<file path="src/rtl/conv_pkg.sv">
// Shared types and default geometry for the 3x3 convolution frame control path.
package conv_pkg;

    typedef enum logic [1:0] {
        IDLE   = 2'd0,
        FILL   = 2'd1,
        ACTIVE = 2'd2,
        FLUSH  = 2'd3
    } state_t;

    typedef enum logic [1:0] {
        KSEL_BYPASS = 2'd0,
        KSEL_VERT   = 2'd1,
        KSEL_HORIZ  = 2'd2
    } ksel_t;

    localparam int DEF_IMG_W    = 1280;
    localparam int DEF_IMG_H    = 1024;
    localparam int DEF_PIPE_LAT = 3;

    // The reserved encoding falls back to the vertical kernel.
    function automatic ksel_t map_ksel(input logic [1:0] k);
        ksel_t r;
        case (k)
            2'd0:    r = KSEL_BYPASS;
            2'd2:    r = KSEL_HORIZ;
            default: r = KSEL_VERT;
        endcase
        return r;
    endfunction

endpackage

</file>
<file path="src/rtl/valid_delay_line.sv">
// Fixed-depth valid-bit shift register with synchronous clear; output lags input by DEPTH cycles.
module valid_delay_line #(
    parameter int DEPTH = 3
) (
    input  logic i_clk,
    input  logic i_rst,
    input  logic i_clr,
    input  logic i_vld,
    output logic o_vld
);

    logic [DEPTH-1:0] r_sh;

    always_ff @(posedge i_clk) begin
        if (i_rst || i_clr) begin
            r_sh <= '0;
        end else begin
            r_sh <= (r_sh << 1) | DEPTH'(i_vld);
        end
    end

    assign o_vld = r_sh[DEPTH-1];

endmodule

</file>
<file path="src/rtl/conv_frame_sequencer.sv">
// Raster-position tracker and window/result-valid sequencer for the 3x3 Sobel datapath.
// Kernel select is latched per frame; oDVAL trails oWIN_VALID by PIPE_LAT cycles.
module conv_frame_sequencer
    import conv_pkg::*;
#(
    parameter int IMG_W    = DEF_IMG_W,
    parameter int IMG_H    = DEF_IMG_H,
    parameter int PIPE_LAT = DEF_PIPE_LAT,
    parameter int CW       = 11
) (
    input  logic          iCLK,
    input  logic          iRST,
    input  logic          iSOF,
    input  logic          iDVAL,
    input  logic [1:0]    iKSEL,
    output logic [CW-1:0] oX_Cont,
    output logic [CW-1:0] oY_Cont,
    output logic          oLB_EN,
    output logic          oWIN_VALID,
    output logic [1:0]    oKSEL,
    output logic          oDVAL,
    output logic          oEOF,
    output logic          oBUSY,
    output logic          oERR
);

    localparam int            FW    = (PIPE_LAT > 1) ? $clog2(PIPE_LAT) : 1;
    localparam logic [FW-1:0] FLAST = FW'(PIPE_LAT - 1);
    localparam logic [CW-1:0] XMAX  = CW'(IMG_W - 1);
    localparam logic [CW-1:0] YMAX  = CW'(IMG_H - 1);

    state_t        r_state, w_next;
    ksel_t         r_ksel;
    logic [CW-1:0] r_x, r_y, r_nx, r_ny, w_px, w_py;
    logic [FW-1:0] r_fcnt;
    logic          r_pend, r_winv, r_eof, r_err;
    logic          w_in_frame, w_sof_idle, w_abort, w_flush_done, w_start, w_acc;

    assign w_in_frame   = (r_state == FILL) || (r_state == ACTIVE);
    assign w_sof_idle   = iSOF && (r_state == IDLE);
    assign w_abort      = iSOF && w_in_frame;
    assign w_flush_done = (r_state == FLUSH) && (r_fcnt == FLAST);
    assign w_start      = w_sof_idle || w_abort || (w_flush_done && (r_pend || iSOF));
    assign w_acc        = iDVAL && (w_in_frame || w_sof_idle);

    // A pixel arriving with iSOF is always the frame origin.
    assign w_px = (w_sof_idle || w_abort) ? '0 : r_nx;
    assign w_py = (w_sof_idle || w_abort) ? '0 : r_ny;

    always_ff @(posedge iCLK) begin
        if (iRST) r_state <= IDLE;
        else      r_state <= w_next;
    end

    always_comb begin
        w_next = r_state;
        case (r_state)
            IDLE:   if (iSOF) w_next = FILL;
            FILL: begin
                if (w_abort) w_next = FILL;
                else if (w_acc && w_px == XMAX && w_py == CW'(1)) w_next = ACTIVE;
            end
            ACTIVE: begin
                if (w_abort) w_next = FILL;
                else if (w_acc && w_px == XMAX && w_py == YMAX) w_next = FLUSH;
            end
            FLUSH:  if (w_flush_done) w_next = w_start ? FILL : IDLE;
            default: w_next = IDLE;
        endcase
    end

    always_ff @(posedge iCLK) begin
        if (iRST) begin
            r_ksel <= KSEL_BYPASS;
            r_x    <= '0;
            r_y    <= '0;
            r_nx   <= '0;
            r_ny   <= '0;
            r_fcnt <= '0;
            r_pend <= 1'b0;
            r_winv <= 1'b0;
            r_eof  <= 1'b0;
            r_err  <= 1'b0;
        end else begin
            r_eof  <= w_flush_done;
            r_err  <= r_err | w_abort;
            r_winv <= w_acc && (w_px >= CW'(2)) && (w_py >= CW'(2));
            r_fcnt <= (r_state == FLUSH) ? r_fcnt + FW'(1) : '0;
            if (w_flush_done)                   r_pend <= 1'b0;
            else if (r_state == FLUSH && iSOF)  r_pend <= 1'b1;
            if (w_start) begin
                r_ksel <= map_ksel(iKSEL);
                r_x    <= '0;
                r_y    <= '0;
                r_nx   <= '0;
                r_ny   <= '0;
            end
            if (w_acc) begin
                r_x  <= w_px;
                r_y  <= w_py;
                r_nx <= (w_px == XMAX) ? '0 : w_px + CW'(1);
                r_ny <= (w_px != XMAX) ? w_py : ((w_py == YMAX) ? w_py : w_py + CW'(1));
            end
        end
    end

    valid_delay_line #(
        .DEPTH (PIPE_LAT)
    ) u_dly (
        .i_clk (iCLK),
        .i_rst (iRST),
        .i_clr (w_abort),
        .i_vld (r_winv),
        .o_vld (oDVAL)
    );

    assign oX_Cont    = r_x;
    assign oY_Cont    = r_y;
    assign oLB_EN     = w_acc;
    assign oWIN_VALID = r_winv;
    assign oKSEL      = r_ksel;
    assign oEOF       = r_eof;
    assign oBUSY      = (r_state != IDLE);
    assign oERR       = r_err;

endmodule
</file>
<file path="config.mk">
export PLATFORM = sky130hd
export DESIGN_NAME = conv_frame_sequencer
export DESIGN_NICKNAME = d
export VERILOG_FILES = /design/src/rtl/conv_pkg.sv /design/src/rtl/valid_delay_line.sv /design/src/rtl/conv_frame_sequencer.sv
export SDC_FILE = /design/constraint.sdc
export NUM_CORES = 1
export LEC_CHECK = 0
export ABC_AREA = 1
export CORE_MARGIN = 1
export CORE_UTILIZATION = 50
export DETAILED_ROUTE_END_ITERATION = 16
export GPL_ROUTABILITY_DRIVEN = 0
export GPL_TIMING_DRIVEN = 0
export PLACE_DENSITY = 0.75
export REMOVE_ABC_BUFFERS = 1
export SLEW_MARGIN = 20
export SYNTH_ARGS = -nofsm -noshare
export SYNTH_HDL_FRONTEND = slang
export SYNTH_HIERARCHICAL = 1
export SYNTH_SLANG_ARGS = --single-unit
</file>
<file path="constraint.sdc">
create_clock -name iCLK -period 4.1 [get_ports iCLK]
set_input_delay 0.82 -clock iCLK [delete_from_list [all_inputs] [get_ports iCLK]]
set_output_delay 0.82 -clock iCLK [all_outputs]
set_load 0.1 [all_outputs]
</file>
==> impl_results.md <==
* EDFF count, synth at 0
* Clock Latency Late Sink at 0.34 ns
* Final count of pins violating max slew at 0
* Core Footprint at 5990 sq um
* Synth warn at 6
* Unrepaired setup endpoints after global routing: false
* Buf+Inv Stages, Crit Path at 3
* Compound-gate portion of the synthesized area at 11.5%
* Synth Area in Simple Gates at 35.9%
* DR WL/cell at 12.7 um
* Setup crit end kind: output pin
* Initial Utilization at 52.5%
* WL final at 7010 um
* Final Skew at 0.00641 ns
* H-tree levels at 3
* Filler cells at 563
* Clock Sinks at 57
* Worst Max-Slew Pin Slew at 0.975 ns
* Chip Width at 81.3 um
* Slowest stage delay, CP at 0.66 ns
* Crit share post-route at 95.0%
* DR vias/cell at 5.25
* Die Ht at 81.3 um
* Average size of a mapped cell at 7.05 sq um
* Synthesized area at 3140 sq um
* Antenna violations before repair at 0
* Largest net degree at the start of global routing at 44
* Die ar. at 6610 sq um
* Gate count of the mapped netlist at 446
* Post-synthesis mux area share at 0%
* Slew margin rel. at 34.8%
* Tmin final at 3.89 ns
* Met3 global-route usage at 4.16%
* Setup crit start kind: input pin
* Clock slew at reported path FFs at 0.06 ns
* TritonCTS Buffers at 9
* Dominant synthesized flop cell: dfxtp_1
* Adder-cell share of the synthesized area at 4.38%
* Total global-route track usage at 23.0%
* Max_cap viols at 0
* Critical path type: in -> out
* Final setup TNS at 0 ns
* Placement row count at 28
* Final worst-path setup slack at 0.206 ns
* Number of global-route vias before repair at 2,623
* Hold Buf Count CTS at 0
* Status: finished, final reports clean
* #FFs+latches synth at 57
* DRC at 0
* Post-layout util at 61.3%
* Detailed router's first-iteration violation count at 152
* Hold_ws at 0.409 ns
* Share of layout cells above drive strength 1 at 10.5%
* Io pins at 36
* VDD IR max at 0.333 mV
* Final net count at 493
* CTS tree: done
* PostCTS Resize Cnt at 3
* Clock Tree Root: clkbuf_8
* GR Util met2 at 38.8%
* Critical path cell sequence: clkdlybuf4s50_1 > nand2_4 > inv_1 > o21a_2 > clkdlybuf4s15_2
* Worst hold path class: reg -> reg
* Design Power at 1.67 mW
* Met1 Use GR at 27.4%
* Post-route ant nets at 0
* Critical path fanouts, max at 40
* Clock buffer depth at 2
* Pwr per Cell Area at 456 nW/um^2
* Gr busiest metal: met2
* Hold Vio Cnt, Final at 0
* Register area share after synthesis at 36.3%
* Area growth, synth to finish at 16.8%
* Async SR Flop Fraction at 0%
* CP required at 3.28 ns
* Main combinational cell family by area after synthesis: simple AND/OR/NAND/NOR gates
* Crit path max-delay family: buffers and inverters
* Fmax at 0.257 GHz
* Global route overflow at 0
* DR vias at 2,903
* Post-CTS Repair Setup Buffers at 0
* Crit path arrival time at 3.07 ns
* Wire length of the first global-routing pass at 11,600 um
* Total inserted antenna cells at 0
* Pre-Repair DR Iteration Count at 4
* Unique masters post-synth at 39
* Final number of setup-violating endpoints at 0
* I/O Buffers at 35
* Place WS at -0.410 ns
* Post-DP HPWL at 4750 um
* Post-Synth XOR/XNOR Area at 1.95%
* Leakage at 1.47 nW
* Crit path max-delay cell type: clkdlybuf4s15_2
cell usage after synthesis, types with 6 or more instances:
cell	instances	share of area [%]
nand2_1	114	14
dfxtp_1	57	36
inv_1	52	6.2
a21oi_1	45	7.2
nor2_1	40	4.8
nand3_1	31	4.9
ha_1	11	4.4
buf_2	9	1.4
o21ai_0	9	1.4
nand4_1	8	1.6
nor2_2	7	1.4
nor3_1	6	0.96
worst register-to-register path, cell delays in order, from the launching register on:
cell	delay [ns]
dfxtp_1	0.37
inv_1	0.10
ha_1	0.33
nand2_2	0.32
nand2_8	0.21
nor2_1	0.29
ha_1	0.30
nand2_1	0.12
nor2_4	0.19
inv_2	0.08
nor2_2	0.12
nand4_2	0.17
nor2_2	0.17
nand2_1	0.07
nand2_1	0.05
nand3_1	0.06
nand2_1	0.06
inv_1	0.04
per-stage QoR:
step,instance area [sq um],cells
after floorplan,3050,429
after global placement,3490,539
after detailed placement,3520,540
after CTS,3670,553
after global routing,3670,553
final,3670,553
state kept, by name, indices dropped and copies added (netlist names):
| register | cells |
|---|---|
| oEOF | 1 |
| oERR | 1 |
| oKSEL | 2 |
| oWIN_VALID | 1 |
| oX_Cont | 11 |
| oY_Cont | 11 |
| r_fcnt | 2 |
| r_nx | 11 |
| r_ny | 11 |
| r_pend | 1 |
| r_state | 2 |
| u_dly/r_sh | 3 |
where the power goes:
group / internal, mW / leakage [nW] / switching, mW
Combinational: 0.139 / 0.928 / 0.497
Sequential: 0.583 / 0.460 / 0.0171
Clock: 0.225 / 0.0782 / 0.211
area by class of cell:
class                      count  area (sq um)  share of cell area [%]
sequential                    57          1140                    31.1
clock inverter                 1          5.00                   0.136
multi-input combinational    314          1690                    46.1
timing repair buffer          36           374                    10.2
inverter                      58           220                    6.00
clock buffer                  12           145                    3.95
tap                           75          93.8                    2.56
cell families (layout without fill, tap and decap cells):
| kind of cell | Yosys count | count (layout) |
|---|---|---|
| simple gates | 230 | 230 |
| buf+inv | 75 | 107 |
| compound gates | 66 | 66 |
| flops | 57 | 57 |
| fa+ha+maj | 11 | 11 |
| xor+xnor | 7 | 7 |
placed cells by master, fill, tap and decap left out, types with 2 or more instances in the layout:
cell type        count
ha_1                11
o21ai_0              9
clkbuf_1             2
nand3_4              2
o22ai_1              2
nand3_2              4
nand2_2              3
clkbuf_8            10
a21oi_1             45
xor2_1               4
dfxtp_1             57
nor3_1               6
nor4_1               3
nand3_1             31
nor2_4               3
nand2_1            114
inv_1               52
clkdlybuf4s50_1     33
inv_2                4
nor2_8               2
clkinv_2             3
nand4_2              3
nand2_4              2
nor2_2               7
o211ai_1             4
nor2_1              40
xnor2_1              3
nand4_1              8
path summary, 6_finish.rpt:
check	endpoint	slack [ns]	cells past startpoint	from
worst max-delay path	oLB_EN	0.21	5	iSOF
worst min-delay path	u_dly/r_sh[2]	0.41	2	u_dly/r_sh[1]
worst max register to register	r_ny[9]	0.94	17	r_state[0]
worst min register to register	u_dly/r_sh[2]	0.41	2	u_dly/r_sh[1]
metal layers:
layer  vias up  wire [um]
met2        60       3450
met5         -          0
met3        17        310
met1      1337       3100
li1       1489          -
met4         0        144
(Power assumes the default switching activity.)
